## src/rtl/am_cmd_sched_pkg.sv

```systemverilog
// Shared types for the axis-motor command scheduler.
package am_sched_pkg;

  typedef enum logic [2:0] {
    IDLE,
    ISSUE,
    WAIT_RUN,
    RUNNING,
    STOPPING,
    DONE,
    ERR
  } state_t;

  // Index width that stays at least one bit wide for tiny N.
  function automatic int clog2(input int n);
    return (n < 2) ? 1 : $clog2(n);
  endfunction

endpackage

```

## src/rtl/am_cmd_sched_if.sv

```systemverilog
// Requester-side command bus: packed per-requester fields, one-hot grant, completion pulses.
interface am_cmd_sched_if #(
  parameter int C_REQ_NUM           = 4,
  parameter int C_STEP_NUMBER_WIDTH = 32,
  parameter int C_SPEED_DATA_WIDTH  = 32
);
  logic [C_REQ_NUM-1:0]                      req_valid;
  logic [C_REQ_NUM-1:0]                      req_ready;
  logic [C_REQ_NUM-1:0]                      req_abs;
  logic [C_REQ_NUM*C_SPEED_DATA_WIDTH-1:0]   req_speed;
  logic [C_REQ_NUM*C_STEP_NUMBER_WIDTH-1:0]  req_step;
  logic [C_REQ_NUM-1:0]                      req_done;
  logic [C_REQ_NUM-1:0]                      req_err;

  modport master (
    output req_valid, req_abs, req_speed, req_step,
    input  req_ready, req_done, req_err
  );

  modport slave (
    input  req_valid, req_abs, req_speed, req_step,
    output req_ready, req_done, req_err
  );
endinterface

```

## src/rtl/am_cmd_sched_rr_arbiter.sv

```systemverilog
// Round-robin search: first requester at or above ptr, wrapping, wins.
module rr_arbiter
  import am_sched_pkg::*;
#(
  parameter  int N = 4,
  localparam int W = clog2(N)
) (
  input  logic [N-1:0] req,
  input  logic [W-1:0] ptr,
  output logic [N-1:0] gnt,
  output logic [W-1:0] idx,
  output logic         any
);

  always_comb begin
    gnt = '0;
    idx = '0;
    any = 1'b0;
    for (int k = 0; k < N; k++) begin
      if (!any && req[(int'(ptr) + k) % N]) begin
        any                       = 1'b1;
        gnt[(int'(ptr) + k) % N]  = 1'b1;
        idx                       = W'((int'(ptr) + k) % N);
      end
    end
  end

endmodule

```

## src/rtl/am_cmd_sched.sv

```systemverilog
// Arbitrates requesters onto one motor port and sequences start / run / stop per command.
module am_cmd_sched
  import am_sched_pkg::*;
#(
  parameter  int C_REQ_NUM           = 4,
  parameter  int C_STEP_NUMBER_WIDTH = 32,
  parameter  int C_SPEED_DATA_WIDTH  = 32,
  parameter  int C_TIMEOUT_WIDTH     = 20,
  localparam int OW                  = clog2(C_REQ_NUM)
) (
  input  logic                                  clk,
  input  logic                                  resetn,
  am_cmd_sched_if.slave                         cmd,
  input  logic                                  abort,
  input  logic [C_TIMEOUT_WIDTH-1:0]            tmo_limit,
  output logic                                  m_sel,
  input  logic                                  m_state,
  output logic                                  m_start,
  output logic                                  m_stop,
  output logic [C_SPEED_DATA_WIDTH-1:0]         m_speed,
  output logic signed [C_STEP_NUMBER_WIDTH-1:0] m_step,
  output logic                                  m_abs,
  output logic                                  busy,
  output logic [OW-1:0]                         owner
);

  state_t                         state, nxt;
  logic [OW-1:0]                  ptr, gidx;
  logic [C_REQ_NUM-1:0]           arb_req, gnt;
  logic                           any;
  logic [C_TIMEOUT_WIDTH-1:0]     wd, wd_inc;
  logic                           timeout;
  logic                           stop_q;
  logic [C_SPEED_DATA_WIDTH-1:0]  sel_speed;
  logic [C_STEP_NUMBER_WIDTH-1:0] sel_step;
  logic                           sel_abs;
  logic                           sel_move;

  // Grants only in IDLE, never while abort is held or reset is asserted.
  assign arb_req = (state == IDLE && resetn && !abort) ? cmd.req_valid : '0;

  rr_arbiter #(.N(C_REQ_NUM)) u_arb (
    .req (arb_req),
    .ptr (ptr),
    .gnt (gnt),
    .idx (gidx),
    .any (any)
  );

  assign cmd.req_ready = gnt;
  assign m_sel         = resetn;

  assign sel_speed = cmd.req_speed[gidx*C_SPEED_DATA_WIDTH +: C_SPEED_DATA_WIDTH];
  assign sel_step  = cmd.req_step[gidx*C_STEP_NUMBER_WIDTH +: C_STEP_NUMBER_WIDTH];
  assign sel_abs   = cmd.req_abs[gidx];
  assign sel_move  = sel_abs || (sel_step != '0);

  // Saturating watchdog; a zero limit disables it.
  assign wd_inc  = (&wd) ? wd : wd + 1'b1;
  assign timeout = (tmo_limit != '0) && (wd_inc >= tmo_limit);

  always_ff @(posedge clk or negedge resetn) begin
    if (!resetn) state <= IDLE;
    else         state <= nxt;
  end

  always_comb begin
    nxt = state;
    case (state)
      IDLE:     if (any) nxt = sel_move ? ISSUE : DONE;
      ISSUE:    nxt = WAIT_RUN;
      WAIT_RUN: begin
        if (abort)        nxt = STOPPING;
        else if (m_state) nxt = RUNNING;
        else if (timeout) nxt = ERR;
      end
      RUNNING: begin
        if (abort)         nxt = STOPPING;
        else if (!m_state) nxt = DONE;
      end
      STOPPING: if (!m_state) nxt = ERR;
      DONE:     nxt = IDLE;
      ERR:      nxt = IDLE;
      default:  nxt = IDLE;
    endcase
  end

  always_comb begin
    m_start      = (state == ISSUE);
    m_stop       = stop_q;
    busy         = (state != IDLE);
    cmd.req_done = '0;
    cmd.req_err  = '0;
    if (state == DONE) cmd.req_done[owner] = 1'b1;
    if (state == ERR)  cmd.req_err[owner]  = 1'b1;
  end

  // STOPPING is entered once per command, so the stop pulse cannot repeat.
  always_ff @(posedge clk or negedge resetn) begin
    if (!resetn) begin
      stop_q  <= 1'b0;
      wd      <= '0;
      ptr     <= '0;
      owner   <= '0;
      m_speed <= '0;
      m_step  <= '0;
      m_abs   <= 1'b0;
    end else begin
      stop_q <= (nxt == STOPPING) && (state != STOPPING);
      if (state == ISSUE)         wd <= '0;
      else if (state == WAIT_RUN) wd <= wd_inc;
      if (any) begin
        owner   <= gidx;
        ptr     <= (int'(gidx) == C_REQ_NUM - 1) ? '0 : gidx + 1'b1;
        m_speed <= sel_speed;
        m_step  <= sel_step;
        m_abs   <= sel_abs;
      end
    end
  end

endmodule

```

## src/flat_wrapper.sv

```systemverilog
// flat-port wrapper written by rule: the top's interface ports become plain ports
module am_cmd_sched_flat import am_sched_pkg::*;
#(
  parameter  int C_REQ_NUM           = 4,
  parameter  int C_STEP_NUMBER_WIDTH = 32,
  parameter  int C_SPEED_DATA_WIDTH  = 32,
  parameter  int C_TIMEOUT_WIDTH     = 20,
  localparam int OW                  = clog2(C_REQ_NUM)
)
  (clk, resetn, abort, tmo_limit, m_sel, m_state, m_start, m_stop, m_speed, m_step, m_abs, busy, owner, cmd_req_valid, cmd_req_abs, cmd_req_speed, cmd_req_step, cmd_req_ready, cmd_req_done, cmd_req_err);
  am_cmd_sched_if #(.C_REQ_NUM(C_REQ_NUM), .C_STEP_NUMBER_WIDTH(C_STEP_NUMBER_WIDTH), .C_SPEED_DATA_WIDTH(C_SPEED_DATA_WIDTH)) cmd_i ();
  input  logic clk;
  input  logic resetn;
  input  logic abort;
  input  logic [C_TIMEOUT_WIDTH-1:0] tmo_limit;
  output logic m_sel;
  input  logic m_state;
  output logic m_start;
  output logic m_stop;
  output logic [C_SPEED_DATA_WIDTH-1:0] m_speed;
  output logic signed [C_STEP_NUMBER_WIDTH-1:0] m_step;
  output logic m_abs;
  output logic busy;
  output logic [OW-1:0] owner;
  input wire logic [$bits(cmd_i.req_valid)-1:0] cmd_req_valid;
  input wire logic [$bits(cmd_i.req_abs)-1:0] cmd_req_abs;
  input wire logic [$bits(cmd_i.req_speed)-1:0] cmd_req_speed;
  input wire logic [$bits(cmd_i.req_step)-1:0] cmd_req_step;
  output wire logic [$bits(cmd_i.req_ready)-1:0] cmd_req_ready;
  output wire logic [$bits(cmd_i.req_done)-1:0] cmd_req_done;
  output wire logic [$bits(cmd_i.req_err)-1:0] cmd_req_err;
  assign cmd_i.req_valid = cmd_req_valid;
  assign cmd_i.req_abs = cmd_req_abs;
  assign cmd_i.req_speed = cmd_req_speed;
  assign cmd_i.req_step = cmd_req_step;
  assign cmd_req_ready = cmd_i.req_ready;
  assign cmd_req_done = cmd_i.req_done;
  assign cmd_req_err = cmd_i.req_err;
  am_cmd_sched #(.C_REQ_NUM(C_REQ_NUM), .C_STEP_NUMBER_WIDTH(C_STEP_NUMBER_WIDTH), .C_SPEED_DATA_WIDTH(C_SPEED_DATA_WIDTH), .C_TIMEOUT_WIDTH(C_TIMEOUT_WIDTH)) u_core (.clk(clk), .resetn(resetn), .cmd(cmd_i), .abort(abort), .tmo_limit(tmo_limit), .m_sel(m_sel), .m_state(m_state), .m_start(m_start), .m_stop(m_stop), .m_speed(m_speed), .m_step(m_step), .m_abs(m_abs), .busy(busy), .owner(owner));
endmodule
```

## config.mk

```make
export PLATFORM = sky130hd
export DESIGN_NAME = am_cmd_sched_flat
export DESIGN_NICKNAME = d
export VERILOG_FILES = /design/src/rtl/am_cmd_sched_pkg.sv /design/src/rtl/am_cmd_sched_if.sv /design/src/rtl/am_cmd_sched_rr_arbiter.sv /design/src/rtl/am_cmd_sched.sv /design/src/flat_wrapper.sv
export SDC_FILE = /design/constraint.sdc
export NUM_CORES = 1
export LEC_CHECK = 0
export BUFFER_PORTS_ARGS = -buffer_cell sky130_fd_sc_hd__buf_2
export CAP_MARGIN = 20
export CORE_ASPECT_RATIO = 0.75
export CORE_MARGIN = 10
export CORE_UTILIZATION = 51
export CTS_CLUSTER_DIAMETER = 30
export DETAILED_ROUTE_END_ITERATION = 16
export PLACE_DENSITY_LB_ADDON = 0.2
export SLEW_MARGIN = 20
export SYNTH_ARGS = -nofsm -noshare
export SYNTH_HDL_FRONTEND = slang
export SYNTH_SLANG_ARGS = --single-unit
```

## constraint.sdc

```tcl
create_clock -name clk -period 7 [get_ports clk]
set_clock_uncertainty 0.1 [all_clocks]
set_input_delay 0.35 -clock clk [delete_from_list [all_inputs] [get_ports clk]]
set_output_delay 0.35 -clock clk [all_outputs]
set_load 0.01 [all_outputs]
```

==> run metrics <==
outcome completed; RSZ-0062 raised after global routing no; final design area excluding fillers 9550 um2; die height 124 um; slowest stage delay, CP 0.88 ns; Post-Place Cell Area 9180 um2; Final setup viols 0; Clock Root Buffer clkbuf_16; routability congestion estimate 0.944; sw frac 41.1%; synthesized netlist cell count 892; Net Count, Synth 1205; ratio of final minimum period to clock period 65.6%; power density cells 289 nW/um2; register bit count reported by yosys 93; Crit path max-delay family buffers and inverters; P_leak 5.29 nW; number of nets still failing antenna checks after routing 0; via count 8202; Seq pwr share 32.2%; first-iteration detailed-routing DRC count 747; global router's overall resource usage 27.3%; share of total power in the clock network 20.8%; top cell types by occurrence after synthesis nand2_1 (169), dfrtp_1 (93), clkbuf_1 (60); Final min period 4.59 ns; sequential-to-total area share from yosys stat 31.7%; routed wirelength normalized by instance count 21.1 um; crit start category flop; number of hold violations in the final report 0; setup slack after placement 2.47 ns; Top FF cell, synth dfrtp_1; cell type with the highest aggregate area in the netlist dfrtp_1; cell type of the slowest stage on the worst timing path buf_4; Total Nets Final 1519; fraction of post-synthesis cell area in the top cell type by area 31.7%; via/cell ratio 5.90; cts bufs inserted 9; class of the tightest hold or removal check input pin to flop; die boundary width 159 um; detailed-routing iteration count for the pre-antenna-repair pass 5; CP Capture Type flop; Final Hold Slack 0.258 ns; vias in the first global route 7761; final critical-path setup slack 2.41 ns; count of boundary I/O pins 371; number of gates given a new drive strength after cts 0; clk slew on worst S/H paths 0.06 ns; data arrival time of the critical path 4.73 ns; number of max-cap violations 0; initial antenna violation count 3; Peak VDD IR 0.148 mV; fraction of final layout cells sized beyond drive strength 1 33.6%; logic gate share of total power 46.9%; cell with the most instances after synthesis nand2_1; overall power 2.76 mW; number of remaining DRC errors 0; wire length of the first global-routing pass 42600 um; slew at the pin closest to its max-slew limit 1.13 ns; num rows 37; Required @ worst endpoint 7.14 ns; Critical Path, Cell by Cell inv_1 > ha_1 > inv_1 > a31oi_1 > o221ai_4 > buf_4 > mux2i_1 > nand3_1 > a211oi_1 > nand4_1 > a211oi_1; GRT Residual Overflow 0; initial standard-cell utilization of the core 52.9%; number of unique standard cell types used by synthesis 58; DP HPWL 23200 um; number of flops mapped to enable cells by yosys 0; Worst Path Buf+Inv 3; Max H-tree Level 3; share of synthesized registers carrying an async set or reset 100%; core area 13900 um2; detailed-route wire length 29300 um; die footprint 19600 um2; Fmax 218 MHz; largest fanout of any net on the critical path 94; category of the most critical setup path flop to flop; Rel. slew slack 24.6%; Synth Area per Inst 8.23 um2; final sum of negative setup slack 0 ns; total number of yosys warnings 0; number of input and output port buffers inserted 370; total setup buffers inserted after CTS 0; cell internal power dissipation 1.63 mW; post-synthesis to final-layout area growth 30.1%; clk buf depth 2; largest net degree at the start of global routing 95; final count of pins violating max slew 0; largest cells by area after synthesis dfrtp_1 (32%), nand2_1 (8.6%), mux2i_1 (6.1%), a311oi_1 (6.1%), a21o_1 (5.9%); number of buffers added to fix hold violations after cts 1; Synth Cell Area 7340 um2; number of clock sinks 93; CTS tree done; switching power of the nets 1.14 mW; Clk Latency, worst-skew pair 0.33 ns
## per-stage QoR
step | std cells | utilization, %
after detailed placement | 1369 | 66.1
final | 1389 | 68.8
after global routing | 1387 | 68.7
after floorplan | 892 | -
after global placement | 1369 | 66.1
after CTS | 1386 | 68.7
## cells in the final DEF (no fill, tap or decap), drive strengths merged, types with 14 or more instances in the layout
master / count
a211oi: 56
a21o: 58
a311oi: 51
and2: 54
buf: 377
dfrtp: 93
ha: 25
inv: 27
mux2i: 45
nand2: 169
nand3: 16
nor2: 27
nor3: 14
nor4: 23
o21ai: 27
## registers in the layout (all words and copies together), names as in the netlist
signal	count
u_core.state	3
u_core.m_step	32
u_core.ptr	2
u_core.m_stop	1
u_core.m_speed	32
u_core.owner	2
u_core.wd	20
u_core.m_abs	1
## per-layer routing
| layer | global-route usage [%] | share of wire, % | vias up | routed length, um |
|---|---|---|---|---|
| li1 | - | - | 3903 | - |
| met1 | 33.1 | 39 | 3841 | 11400 |
| met2 | 46.3 | 49 | 410 | 14500 |
| met3 | 8.16 | 9.3 | 46 | 2730 |
| met4 | 7.68 | 2.3 | 2 | 672 |
| met5 | 0 | 0.058 | - | 17 |
## worst register-to-register path, delay by kind of cell, from the launching register on
kind                     cells  cell delay [ns]
buffers and inverters        3             1.32
multiplexers                 1             0.62
flip-flops                   1             0.72
AND/OR/NAND/NOR              2             0.36
AO/OA/AOI/OAI                4             0.92
adder cells (fa/ha/maj)      1             0.47
## area by class of cell
| type | instances | area [um2] |
|---|---|---|
| flip-flops and latches | 93 | 2330 |
| multi-input cells | 698 | 4630 |
| fillers | 1214 | 4340 |
| well taps | 175 | 219 |
| diodes | 3 | 7.51 |
| clock inverters | 5 | 106 |
| repair buffers | 378 | 1920 |
| clock buffers | 11 | 243 |
| inverters | 26 | 97.6 |
## logic make-up after synthesis
logic type | synth area share, %
AND/OR/NAND/NOR | 23.0
AO/OA/AOI/OAI | 25.9
buffers and inverters | 5.66
flip-flops | 31.7
multiplexers | 7.52
adder cells (fa/ha/maj) | 4.26
XOR/XNOR | 1.91
## power groups by stage
stage / combinational [mW] / clock, mW / sequential, mW
floorplan: 0.735 / 0 / 0.941
global placement: 1.28 / 0 / 0.886
detailed placement: 1.30 / 0 / 0.894
CTS: 1.30 / 0.583 / 0.886
global route: 1.42 / 0.605 / 0.919
finish: 1.30 / 0.576 / 0.891
## final timing paths
kind / endpoint / slack [ns] / cells after the start / start
worst max-delay path: u_core.state[2] / 2.41 / 11 / u_core.ptr[0]
worst min-delay path: u_core.state[1] / 0.26 / 3 / m_state
worst max register to register: u_core.state[2] / 2.41 / 11 / u_core.ptr[0]
worst min register to register: u_core.m_speed[19] / 0.37 / 1 / u_core.m_speed[19]
max in group asynchronous: u_core.wd[16] / 5.24 / 3 / resetn
min in group asynchronous: u_core.wd[8] / 0.47 / 2 / resetn
Power figures use the tool's default switching activity.
